--- src/rtl/uart_rx.sv ---
// UART receiver: 8N1 frames (8E1 when UART_RX_PARITY_EN is defined) with a
// valid/ready byte output and framing/overrun (and optional parity) error pulses.
module uart_rx #(
    parameter int CLKS_PER_BIT = 1,
    parameter int SYNC_STAGES  = 2
) (
    input  logic       clk,
    input  logic       rst,
    input  logic       rx_in,
    input  logic       rx_ready,
    output logic [7:0] rx_data,
    output logic       rx_valid,
    output logic       busy,
    output logic       frame_err,
    output logic       overrun,
    output logic       parity_err
);

    localparam int            H        = (CLKS_PER_BIT - 1) / 2;
    localparam int            CW       = (CLKS_PER_BIT > 1) ? $clog2(CLKS_PER_BIT) : 1;
    localparam logic [CW-1:0] CNT_LAST = CW'(CLKS_PER_BIT - 1);
    localparam logic [CW-1:0] CNT_MID  = CW'(H);

    typedef enum logic [2:0] {
        S_IDLE   = 3'd0,
        S_START  = 3'd1,
        S_DATA   = 3'd2,
        S_STOP   = 3'd3,
        S_BREAK  = 3'd4
`ifdef UART_RX_PARITY_EN
        , S_PARITY = 3'd5
`endif
    } state_t;

`ifdef UART_RX_PARITY_EN
    localparam state_t AFTER_DATA = S_PARITY;
`else
    localparam state_t AFTER_DATA = S_STOP;
`endif

    logic rx_s;

    generate
        if (SYNC_STAGES == 0) begin : g_nosync
            assign rx_s = rx_in;
        end else begin : g_sync
            logic [SYNC_STAGES-1:0] sync_q;

            // Input synchroniser chain; resets to the idle (high) line level.
            always_ff @(posedge clk or negedge rst) begin
                if (!rst) begin
                    sync_q <= '1;
                end else begin
                    sync_q[0] <= rx_in;
                    for (int i = 1; i < SYNC_STAGES; i++) begin
                        sync_q[i] <= sync_q[i-1];
                    end
                end
            end

            assign rx_s = sync_q[SYNC_STAGES-1];
        end
    endgenerate

    state_t        state_q, state_d;
    logic [CW-1:0] cnt_q, cnt_d;
    logic [2:0]    bit_q, bit_d;
    logic [7:0]    shift_q, shift_d;
    logic [7:0]    rx_data_q, rx_data_d;
    logic          rx_valid_q, rx_valid_d;
    logic          frame_err_q, frame_err_d;
    logic          overrun_q, overrun_d;
    logic          deliver_s;
`ifdef UART_RX_PARITY_EN
    logic          par_q, par_d;
    logic          parity_err_q, parity_err_d;
`endif

    // State, bit timing and output registers.
    always_ff @(posedge clk or negedge rst) begin
        if (!rst) begin
            state_q      <= S_IDLE;
            cnt_q        <= '0;
            bit_q        <= 3'd0;
            shift_q      <= 8'h00;
            rx_data_q    <= 8'h00;
            rx_valid_q   <= 1'b0;
            frame_err_q  <= 1'b0;
            overrun_q    <= 1'b0;
`ifdef UART_RX_PARITY_EN
            par_q        <= 1'b0;
            parity_err_q <= 1'b0;
`endif
        end else begin
            state_q      <= state_d;
            cnt_q        <= cnt_d;
            bit_q        <= bit_d;
            shift_q      <= shift_d;
            rx_data_q    <= rx_data_d;
            rx_valid_q   <= rx_valid_d;
            frame_err_q  <= frame_err_d;
            overrun_q    <= overrun_d;
`ifdef UART_RX_PARITY_EN
            par_q        <= par_d;
            parity_err_q <= parity_err_d;
`endif
        end
    end

    // Frame FSM: next state, bit sampling, delivery and handshake.
    always_comb begin
        state_d     = state_q;
        cnt_d       = cnt_q;
        bit_d       = bit_q;
        shift_d     = shift_q;
        rx_data_d   = rx_data_q;
        rx_valid_d  = rx_valid_q;
        frame_err_d = 1'b0;
        overrun_d   = 1'b0;
        deliver_s   = 1'b0;
`ifdef UART_RX_PARITY_EN
        par_d        = par_q;
        parity_err_d = 1'b0;
`endif

        case (state_q)
            S_IDLE: begin
                if (!rx_s) begin
                    bit_d = 3'd0;
                    // With H = 0 the edge itself is the start-bit centre.
                    if (H == 0) begin
                        state_d = S_DATA;
                        cnt_d   = '0;
                    end else begin
                        state_d = S_START;
                        cnt_d   = CW'(1);
                    end
                end else begin
                    state_d = S_IDLE;
                end
            end
            S_START: begin
                if (cnt_q == CNT_MID) begin
                    cnt_d = '0;
                    if (!rx_s) begin
                        state_d = S_DATA;
                    end else begin
                        state_d = S_IDLE;
                    end
                end else begin
                    cnt_d = cnt_q + 1'b1;
                end
            end
            S_DATA: begin
                if (cnt_q == CNT_LAST) begin
                    cnt_d   = '0;
                    shift_d = {rx_s, shift_q[7:1]};
                    bit_d   = bit_q + 3'd1;
                    if (bit_q == 3'd7) begin
                        state_d = AFTER_DATA;
                    end else begin
                        state_d = S_DATA;
                    end
                end else begin
                    cnt_d = cnt_q + 1'b1;
                end
            end
`ifdef UART_RX_PARITY_EN
            S_PARITY: begin
                if (cnt_q == CNT_LAST) begin
                    cnt_d   = '0;
                    par_d   = rx_s;
                    state_d = S_STOP;
                end else begin
                    cnt_d = cnt_q + 1'b1;
                end
            end
`endif
            S_STOP: begin
                if (cnt_q == CNT_LAST) begin
                    cnt_d = '0;
                    if (rx_s) begin
                        deliver_s = 1'b1;
                        state_d   = S_IDLE;
`ifdef UART_RX_PARITY_EN
                        parity_err_d = ^{shift_q, par_q};
`endif
                    end else begin
                        frame_err_d = 1'b1;
                        state_d     = S_BREAK;
                    end
                end else begin
                    cnt_d = cnt_q + 1'b1;
                end
            end
            S_BREAK: begin
                if (rx_s) begin
                    state_d = S_IDLE;
                end else begin
                    state_d = S_BREAK;
                end
            end
            default: begin
                state_d = S_IDLE;
                cnt_d   = '0;
            end
        endcase

        // A delivery always wins over a simultaneous acceptance.
        if (deliver_s) begin
            rx_data_d  = shift_q;
            rx_valid_d = 1'b1;
            overrun_d  = rx_valid_q & ~rx_ready;
        end else if (rx_valid_q && rx_ready) begin
            rx_valid_d = 1'b0;
        end else begin
            rx_valid_d = rx_valid_q;
        end
    end

    assign rx_data   = rx_data_q;
    assign rx_valid  = rx_valid_q;
    assign busy      = (state_q != S_IDLE);
    assign frame_err = frame_err_q;
    assign overrun   = overrun_q;
`ifdef UART_RX_PARITY_EN
    assign parity_err = parity_err_q;
`else
    assign parity_err = 1'b0;
`endif

endmodule

--- config.mk ---
export PLATFORM = sky130hd
export DESIGN_NAME = uart_rx
export DESIGN_NICKNAME = d
export VERILOG_FILES = /design/src/rtl/uart_rx.sv
export SDC_FILE = /design/constraint.sdc
export NUM_CORES = 1
export LEC_CHECK = 0
export CAP_MARGIN = 10
export CORE_MARGIN = 10
export CORE_UTILIZATION = 54
export DETAILED_ROUTE_END_ITERATION = 7
export PLACE_DENSITY = 0.83
export RECOVER_POWER = 100
export SLEW_MARGIN = 10
export SYNTH_ARGS = -nofsm -noshare
export SYNTH_HDL_FRONTEND = slang
export SYNTH_SLANG_ARGS = --single-unit
--- constraint.sdc ---
create_clock -name clk -period 4.2 [get_ports clk]
set_clock_uncertainty 0.1 [all_clocks]
set_input_delay 0.63 -clock clk [delete_from_list [all_inputs] [get_ports clk]]
set_output_delay 0.63 -clock clk [all_outputs]
set_load 0.02 [all_outputs]
==> results of run 1 <==
[flip-flops by register name, indices dropped and copies added, names as in the netlist]
signal	count
frame_err	1
g_sync.sync_q	2
shift_q	8
rx_data	8
state_q	3
rx_valid	1
bit_q	3
overrun	1
[cell type report]
class / count / area [um^2]
inverter: 1 / 3.75
sequential: 27 / 678
tap: 25 / 31.3
timing repair buffer: 15 / 144
clock buffer: 4 / 26.3
fill: 148 / 571
multi-input combinational: 36 / 329
[power groups by stage]
stage	Clock (uW)	Combinational [uW]	Sequential, uW
after floorplan	0	230	478
after global routing	121	407	448
after detailed placement	0	403	446
final	105	370	432
after CTS	109	404	439
after global placement	0	394	437
[how the worst max path moves through the flow]
stage	from	endpoint	slack, ps	cells after the start
after detailed placement	state_q[0]$_DFF_PN0_	busy	2060	2
after global routing	state_q[0]$_DFF_PN0_	busy	1580	2
after floorplan	state_q[0]$_DFF_PN0_	busy	2550	1
after CTS	state_q[0]$_DFF_PN0_	busy	1710	2
final	state_q[0]$_DFF_PN0_	busy	1660	2
after global placement	rst	rx_data[4]$_DFFE_PN0P_	2090	1
[cell usage in the layout, fill, tap and decap left out]
cell,synthesis,routed
nor2_1,2,2
dfrtp_1,25,25
nor2b_1,1,1
nand3b_1,1,1
nand4b_1,0,1
and2_1,1,1
a211oi_1,1,1
clkbuf_4,0,3
inv_1,1,1
dfstp_2,2,1
ha_1,2,2
a21oi_1,1,1
mux2_2,17,17
a22o_1,2,2
nor4b_1,1,1
nand2_1,1,1
or3_4,1,1
or3_1,1,1
clkbuf_1,0,2
conb_1,1,1
dlygate4sd3_1,0,14
o21ai_0,1,1
nor3b_1,0,1
dfstp_1,0,1
[stage by stage]
step	power, uW	utilization (%)
floorplan	709	-
detailed placement	849	67.9
finish	907	68.0
global route	976	68.0
CTS	952	69.3
global placement	830	67.9
[layer usage]
| layer | up-vias | track usage [%] | routed length (um) |
|---|---|---|---|
| met4 | 0 | 4.10 | 30 |
| met1 | 293 | 9.63 | 701 |
| met5 | - | 0 | 0 |
| met2 | 8 | 13.7 | 797 |
| met3 | 4 | 2.79 | 65 |
| li1 | 265 | - | - |
[Yosys cell counts, types with 2 or more instances]
cell,instances
a22o_1,2
dfstp_2,2
buf_4,2
dfrtp_1,25
ha_1,2
nor2_1,2
mux2_2,17
[worst max-delay path: stages, from the launching register on]
cell and delay [ps]:
dfrtp_1 470, or3_1 380, dlygate4sd3_1 660
[logic make-up (layout without fill, tap and decap cells)]
logic type | after synthesis | count (layout) | share of synthesized area, %
DFF | 27 | 27 | 65.0
muxes | 17 | 17 | 18.3
and+or+nand+nor | 11 | 11 | 8.75
AOI/OAI and AO/OA | 5 | 5 | 3.36
buffers and inverters | 3 | 20 | 1.80
adders and majority gates | 2 | 2 | 2.40
other | 1 | 1 | 0.359
==> results.toml, run 1 <==
[status]
status = "finished, violations left"
violations = "capacitance limit"

[power]
pwr-share-comb_pct = 40.8
seqPwrFrac_pct = 47.6
clkPwrFrac_pct = 11.6
p_per_area_mw_per_mm2 = 748
p_sw_uw = 296
swShare_pct = 32.6
leakage_uw = 0.000544
intPower_uw = 611
irDropWorstVdd_uv = 428

[sta]
finalCriticalPeriod_ps = 2540
relSlewSlack_pct = 1.15
worstMarginPinSlew_ps = 1480
setup_slack_ps = 1660
finalHoldViolations = 0
tns_ps = 0
timing.hold.ws_ps = 271
slew_viol_final = 0
fmax_mhz = 394
period_share_pct = 60.4
finalSetupViolCount = 0
rsz0062_at_grt = "false"

[route]
via_per_inst = 5.28
vias = 570
wl_mm = 1.59
drtIter0Drc = 4
dr.pass1.iters = 2
wl_per_cell_um = 14.8
drc = 0
final_antenna_net_count = 0

[floorplanning]
core_mm2 = 0.00178
std_cell_rows = 15
initial_utilization_pct = 58.5
dieHeight_um = 64.0
dieArea_mm2 = 0.00409
die_w_um = 64.0
ioPinCount = 17

[clock_network]
cts_setup_buffers = 0
cts_tree = "built"
post_cts_resized = 0
htreeDepth = 1
clk_latency_ps = 320
clk_transition_reported_paths_ps = 120
root_buffer = "clkbuf_4"
clk_path_buf_depth = 2
cts_buffers = 3
hold_buffers = 0
clock-sinks = 27

[hold_path]
holdCritStartpoint = "g_sync.sync_q[0]$_DFF_PN1_"
hold_class = "flip-flop to flip-flop"
holdPathStages = 0
min_to = "g_sync.sync_q[1]$_DFF_PN1_"

[worst_setup_path]
worstRegToRegCells = 2
worstPathRequired_ps = 3470
path_max_fanout = 7
r2r_slack_ps = 1880
setup.worst_path.start_class = "flip-flop"
path_class = "flip-flop to output port"
worst_r2r_endpoint = "shift_q[7]$_DFFE_PN0N_"
regToRegStartpoint = "state_q[1]$_DFF_PN0_"
crit_path_end_kind = "output port"
critPathArrivalTime_ps = 1810

[yosys]
synth_edf_count = 0
synth_flop_cell = "dfrtp_1"
netlist_area_mm2 = 0.00104
avgSynthCellArea_um2 = 15.8
yosys.area.top_type = "dfrtp_1"
netlist_instances = 66
synth_cell_types = 21
ys_seq_area_share_pct = 65.0
synth_seq_cells = 27
synth_nets = 72
synth_area_leaders = "dfrtp_1 (60%), mux2_2 (18%), dfstp_2 (5.0%), ha_1 (2.4%), nor3b_4 (1.8%)"
postSynth.asyncResetShare_pct = 100
synth_top_area_share_pct = 60.0
yosys_warnings = 0

[final_layout]
synthToLayoutAreaGrowth_pct = 16.2
final_cells = 108
nets = 90
stdcell_area_mm2 = 0.00121
drive_above_1_share_pct = 26.5
n_antenna_cell = 0

[global_routing]
grt_pass1_wl_mm = 2.77
grt_pass1_vias = 600
gr-total-overflow = 0
grt_start_max_net_pins = 28
antenna_found_initial = 0
grt_util_all_layers_pct = 8.39

[placement]
dp.cells = 104
numPortBuffers = 15
place_ws_ps = 2060
postPlaceCellArea_mm2 = 0.00121
hpwl_mm = 1.19
place.gp.congestion = 0.696

[flow_run]
max_cap_violations = 1
No activity file was read; power rests on OpenSTA's default activity.
==> run 2, diff against run 1 <==
--- a/config.mk
+++ b/config.mk
@@ -7,9 +7,9 @@
 export LEC_CHECK = 0
 export CAP_MARGIN = 10
 export CORE_MARGIN = 10
-export CORE_UTILIZATION = 54
+export CORE_UTILIZATION = 45
 export DETAILED_ROUTE_END_ITERATION = 7
-export PLACE_DENSITY = 0.83
+export PLACE_DENSITY = 0.74
 export RECOVER_POWER = 100
 export SLEW_MARGIN = 10
 export SYNTH_ARGS = -nofsm -noshare
==> constraint.sdc (replaced) <==
create_clock -name clk -period 2.1 [get_ports clk]
set_clock_uncertainty 0.1 [all_clocks]
set_input_delay 0.315 -clock clk [delete_from_list [all_inputs] [get_ports clk]]
set_output_delay 0.315 -clock clk [all_outputs]
set_load 0.02 [all_outputs]
==> run 2 against run 1 <==
Against the previous run:
- the flow now finishes without violations
- die area up 14%
- via count up 0.53%
- non-clock buffer count up 3
- clock power up 100%
- count of clock-buffer cells in the layout down 1
- core utilization down 12 points
- cell count up 5.6%
- sequential share of layout area down 1.5 points
- worst hold slack about the same
- cell area up 2.7%
- sequential power up 99%
- register-to-register slack worse by 1600 ps
- critical path type unchanged
- critical endpoint unchanged
- highest routed layer is now met3
==> results.toml, run 2 (synthesized netlist as in run 1, its figures left out) <==
[final_layout]
mostFrequentLayoutCell = "dfrtp_1"
drive_above_1_share_pct = 27.9
layout_common_cells = "dfrtp_1 (25), mux2_2 (17), dlygate4sd3_1 (13), clkbuf_4 (3), clkbuf_1 (3)"
nets = 93
n_antenna_cell = 0
synthToLayoutAreaGrowth_pct = 19.3

[floorplanning]
ioPinCount = 17
initial_utilization_pct = 47.2
die_w_um = 68.2
dieArea_mm2 = 0.00465
dieHeight_um = 68.2
core_mm2 = 0.00221
std_cell_rows = 17

[route]
vias = 573
via_per_inst = 5.03
wl_per_cell_um = 14.3
drtIter0Drc = 7
drc = 0
dr.pass1.iters = 2
wl_mm = 1.63
final_antenna_net_count = 0

[clock_network]
root_buffer = "clkbuf_4"
clk_transition_reported_paths_ps = 140
htreeDepth = 1
cts_buffers = 3
clk_latency_ps = 310
hold_buffers = 0
clk_path_buf_depth = 2
clock-sinks = 27
cts_tree = "built"

[worst_setup_path]
worstPathRequired_ps = 1680
crit_path_end_kind = "output port"
r2r_slack_ps = 250
critPathBufInv = 1
critPathArrivalTime_ps = 1450
regToRegStartpoint = "state_q[0]$_DFF_PN0_"
setup.worst_path.start_class = "flip-flop"
startpoint = "state_q[1]$_DFF_PN0_"
setup.worst_path.end = "busy"
slowest_stage = "dfrtp_1"
path_class = "flip-flop to output port"
path_max_fanout = 7
worst_r2r_endpoint = "shift_q[3]$_DFFE_PN0N_"
worstRegToRegCells = 4
max_stage_delay_ps = 460
crit_family = "flip-flops"
cp.depth = 2
cp_cell_sequence = "or3_1, dlygate4sd2_1"

[placement]
numPortBuffers = 15
place.gp.congestion = 0.660
hpwl_mm = 1.22

[hold_path]
hold_class = "flip-flop to flip-flop"

[sta]
relSlewSlack_pct = 9.24
finalCriticalPeriod_ps = 1860
worstMarginPinSlew_ps = 1360
slew_viol_final = 0
finalHoldViolations = 0
tns_ps = 0
fmax_mhz = 538
rsz0062_at_grt = "false"
period_share_pct = 88.6
finalSetupViolCount = 0
timing.hold.ws_ps = 272

[flow_run]
max_cap_violations = 0

[power]
leakage_uw = 0.000560
p_per_area_mw_per_mm2 = 1490
irDropWorstVdd_uv = 812

[status]
status = "finished clean"

[global_routing]
antenna_found_initial = 0
gr-total-overflow = 0
grt_pass1_wl_mm = 2.82
grt_util_all_layers_pct = 7.85
grt_start_max_net_pins = 28
grt_pass1_vias = 599
## run 2: worst min path at each step
stage | start | to | slack, ps | depth (start not counted)
6_report | g_sync.sync_q[0]$_DFF_PN1_ | g_sync.sync_q[1]$_DFF_PN1_ | 270 | 0
2_1_floorplan | rst | bit_q[0]$_DFFE_PN0P_ | -80 | 0
5_1_grt | g_sync.sync_q[0]$_DFF_PN1_ | g_sync.sync_q[1]$_DFF_PN1_ | 270 | 0
3_5_place_dp | g_sync.sync_q[0]$_DFF_PN1_ | g_sync.sync_q[1]$_DFF_PN1_ | 250 | 0
4_1_cts | rst | frame_err$_DFF_PN0_ | 260 | 2
3_3_place_gp | g_sync.sync_q[0]$_DFF_PN1_ | g_sync.sync_q[1]$_DFF_PN1_ | 250 | 0
## run 2: cell type report
class                      instances  area (um^2)
clock buffer                       3         22.5
inverter                           1         3.75
fill                             189          967
sequential                        27          678
multi-input combinational         36          340
timing repair buffer              18          160
tap                               28         35.0
clock inverter                     1         5.00
## run 2: metrics by stage
| stage | util (%) | cells | area (um^2) | worst slack [ps] | total power (uW) |
|---|---|---|---|---|---|
| after floorplan | - | 66 | 1040 | 685 | 1420 |
| after global placement | 55.9 | 110 | 1240 | 375 | 1700 |
| after detailed placement | 55.9 | 110 | 1240 | 362 | 1730 |
| after CTS | 57.1 | 114 | 1260 | 215 | 1940 |
| after global routing | 56.3 | 114 | 1240 | 91.9 | 1990 |
| final | 56.3 | 114 | 1240 | 240 | 1850 |
## run 2: timing repair
| action | CTS | global route |
|---|---|---|
| gates resized for setup | 1 | 0 |
| setup buffers | 0 | 0 |
| endpoints found under the setup margin | 1 | 0 |
## run 2: where the power goes
group | switching, uW | internal, uW
combinational | 348 | 433
clock | 141 | 71.2
sequential | 126 | 734
total | 615 | 1240
## run 2: per-layer routing
metal / wire, um / global-route usage [%] / vias up
met3: 96 / 2.94 / 0
met2: 830 / 12.4 / 7
met4: 0 / 3.77 / 0
met1: 707 / 9.22 / 293
li1: - / - / 273
met5: 0 / 0 / -
==> run 3, diff against run 2 <==
--- a/config.mk
+++ b/config.mk
@@ -7,10 +7,11 @@
 export LEC_CHECK = 0
 export CAP_MARGIN = 10
 export CORE_MARGIN = 10
-export CORE_UTILIZATION = 45
+export CORE_UTILIZATION = 54
 export DETAILED_ROUTE_END_ITERATION = 7
-export PLACE_DENSITY = 0.74
+export PLACE_DENSITY = 0.83
 export RECOVER_POWER = 100
+export SETUP_SLACK_MARGIN = 0.2
 export SLEW_MARGIN = 10
 export SYNTH_ARGS = -nofsm -noshare
 export SYNTH_HDL_FRONTEND = slang
==> constraint.sdc (replaced) <==
create_clock -name clk -period 2.25 [get_ports clk]
set_clock_uncertainty 0.1 [all_clocks]
set_input_delay 0.3375 -clock clk [delete_from_list [all_inputs] [get_ports clk]]
set_output_delay 0.3375 -clock clk [all_outputs]
set_load 0.02 [all_outputs]
==> run 3 against run 2 <==
Against the previous run:
- combinational power shrank 12%
- sequential share of layout area grew 0.78 points
- flip-flop and latch count is the same
- setup slack gained 83 ps
- worst hold slack gained 5.6 ps
- critical endpoint unchanged
- first-iteration DRC count shrank 43%
- register-to-register slack gained 200 ps
==> results.toml, run 3 (synthesized netlist as in run 1, its figures left out) <==
[sta]
finalCriticalPeriod_ps = 1930
finalHoldViolations = 0
worstMarginPinSlew_ps = 1350
rsz0062_at_grt = "false"
relSlewSlack_pct = 10.1
slew_viol_final = 0
period_share_pct = 85.7
finalSetupViolCount = 0
tns_ps = 0
fmax_mhz = 519

[power]
p_sw_uw = 560
swShare_pct = 33.0
intPower_uw = 1140
seqPwrFrac_pct = 47.6
p_per_area_mw_per_mm2 = 1380
irDropWorstVdd_uv = 701
clkPwrFrac_pct = 11.7
pwr-share-comb_pct = 40.7
leakage_uw = 0.000553

[clock_network]
htreeDepth = 1
clk_transition_reported_paths_ps = 130
clk_latency_ps = 310
root_buffer = "clkbuf_4"
clk_path_buf_depth = 2
cts_buffers = 3
hold_buffers = 0
clock-sinks = 27
cts_tree = "built"

[worst_setup_path]
setup.worst_path.end = "busy"
worstPathRequired_ps = 1810
max_stage_delay_ps = 470
cp.depth = 2
path_class = "flip-flop to output port"
startpoint = "state_q[0]$_DFF_PN0_"
crit_family = "flip-flops"
setup.worst_path.start_class = "flip-flop"
worstRegToRegCells = 2
slowest_stage = "dfrtp_1"
crit_path_end_kind = "output port"
critPathBufInv = 1
worst_r2r_endpoint = "shift_q[5]$_DFFE_PN0N_"
path_max_fanout = 7
cp_cell_sequence = "or3_1, dlygate4sd2_1"
regToRegStartpoint = "state_q[0]$_DFF_PN0_"
r2r_slack_ps = 450
critPathArrivalTime_ps = 1490

[global_routing]
grt_pass1_vias = 629
grt_start_max_net_pins = 28
gr-total-overflow = 0
grt_pass1_wl_mm = 2.90
grt_util_all_layers_pct = 9.04
antenna_found_initial = 0

[final_layout]
n_antenna_cell = 0
layout_common_cells = "dfrtp_1 (25), mux2_2 (17), dlygate4sd3_1 (13), clkbuf_4 (3)"
register_area_um2 = 678
n_fill_cell = 127
multiInputGateArea_um2 = 334
mostFrequentLayoutCell = "dfrtp_1"
final_cells = 109
stdcell_area_mm2 = 0.00123
nets = 91
drive_above_1_share_pct = 28.6
synthToLayoutAreaGrowth_pct = 17.6

[placement]
place.gp.congestion = 0.638
postPlaceCellArea_mm2 = 0.00122
hpwl_mm = 1.22
numPortBuffers = 15
dp.cells = 105

[route]
vias = 555
drtIter0Drc = 4
dr.pass1.iters = 2
wl_mm = 1.65
final_antenna_net_count = 0
drc = 0
via_per_inst = 5.09
wl_per_cell_um = 15.1

[floorplanning]
core_mm2 = 0.00178
initial_utilization_pct = 58.5
ioPinCount = 17
die_w_um = 64.0
dieArea_mm2 = 0.00409
std_cell_rows = 15
dieHeight_um = 64.0

[status]
status = "finished clean"

[flow_run]
max_cap_violations = 0

[hold_path]
hold_class = "flip-flop to flip-flop"
run 3: cell type report:
cell class | instances | area share (%)
sequential | 27 | 55.2
multi-input combinational | 36 | 27.2
tap | 25 | 2.55
timing repair buffer | 16 | 12.4
clock inverter | 1 | 0.408
inverter | 1 | 0.306
clock buffer | 3 | 1.83
run 3: worst min-delay path by stage:
stage	start	end	depth (start not counted)
floorplan	rst	bit_q[0]$_DFFE_PN0P_	0
global placement	g_sync.sync_q[0]$_DFF_PN1_	g_sync.sync_q[1]$_DFF_PN1_	0
detailed placement	g_sync.sync_q[0]$_DFF_PN1_	g_sync.sync_q[1]$_DFF_PN1_	0
CTS	rst	bit_q[0]$_DFFE_PN0P_	2
global route	g_sync.sync_q[0]$_DFF_PN1_	g_sync.sync_q[1]$_DFF_PN1_	0
finish	g_sync.sync_q[0]$_DFF_PN1_	g_sync.sync_q[1]$_DFF_PN1_	0
run 3: power groups by stage:
stage | Combinational, uW | Clock (uW) | Sequential (uW)
2_1_floorplan | 430 | 0 | 893
3_5_place_dp | 756 | 0 | 832
5_1_grt | 767 | 225 | 842
6_report | 690 | 199 | 809
4_1_cts | 750 | 207 | 821
3_3_place_gp | 736 | 0 | 815
run 3: metal layers:
layer  GRT usage (%)  part of all wire, %  vias to the layer above
met5               0                    0                        -
met4            4.92                 0.79                        0
li1                -                    -                      266
met2            14.8                   53                        6
met3            3.66                  4.9                        2
met1            9.74                   41                      281
run 3: stage by stage:
step	utilization, %	power, uW	hold WS (ps)	setup slack (ps)
after floorplan	-	1320	-58.1	835
after global placement	68.3	1550	247	435
after detailed placement	68.3	1590	251	421
after CTS	69.8	1780	262	273
after global routing	68.8	1830	282	257
final	68.8	1700	277	322
run 3: what timing repair did:
action,in CTS,in global routing
endpoints found under the hold margin,0,0
setup buffers,0,0
endpoints found under the setup margin,1,0
resized for setup,1,0
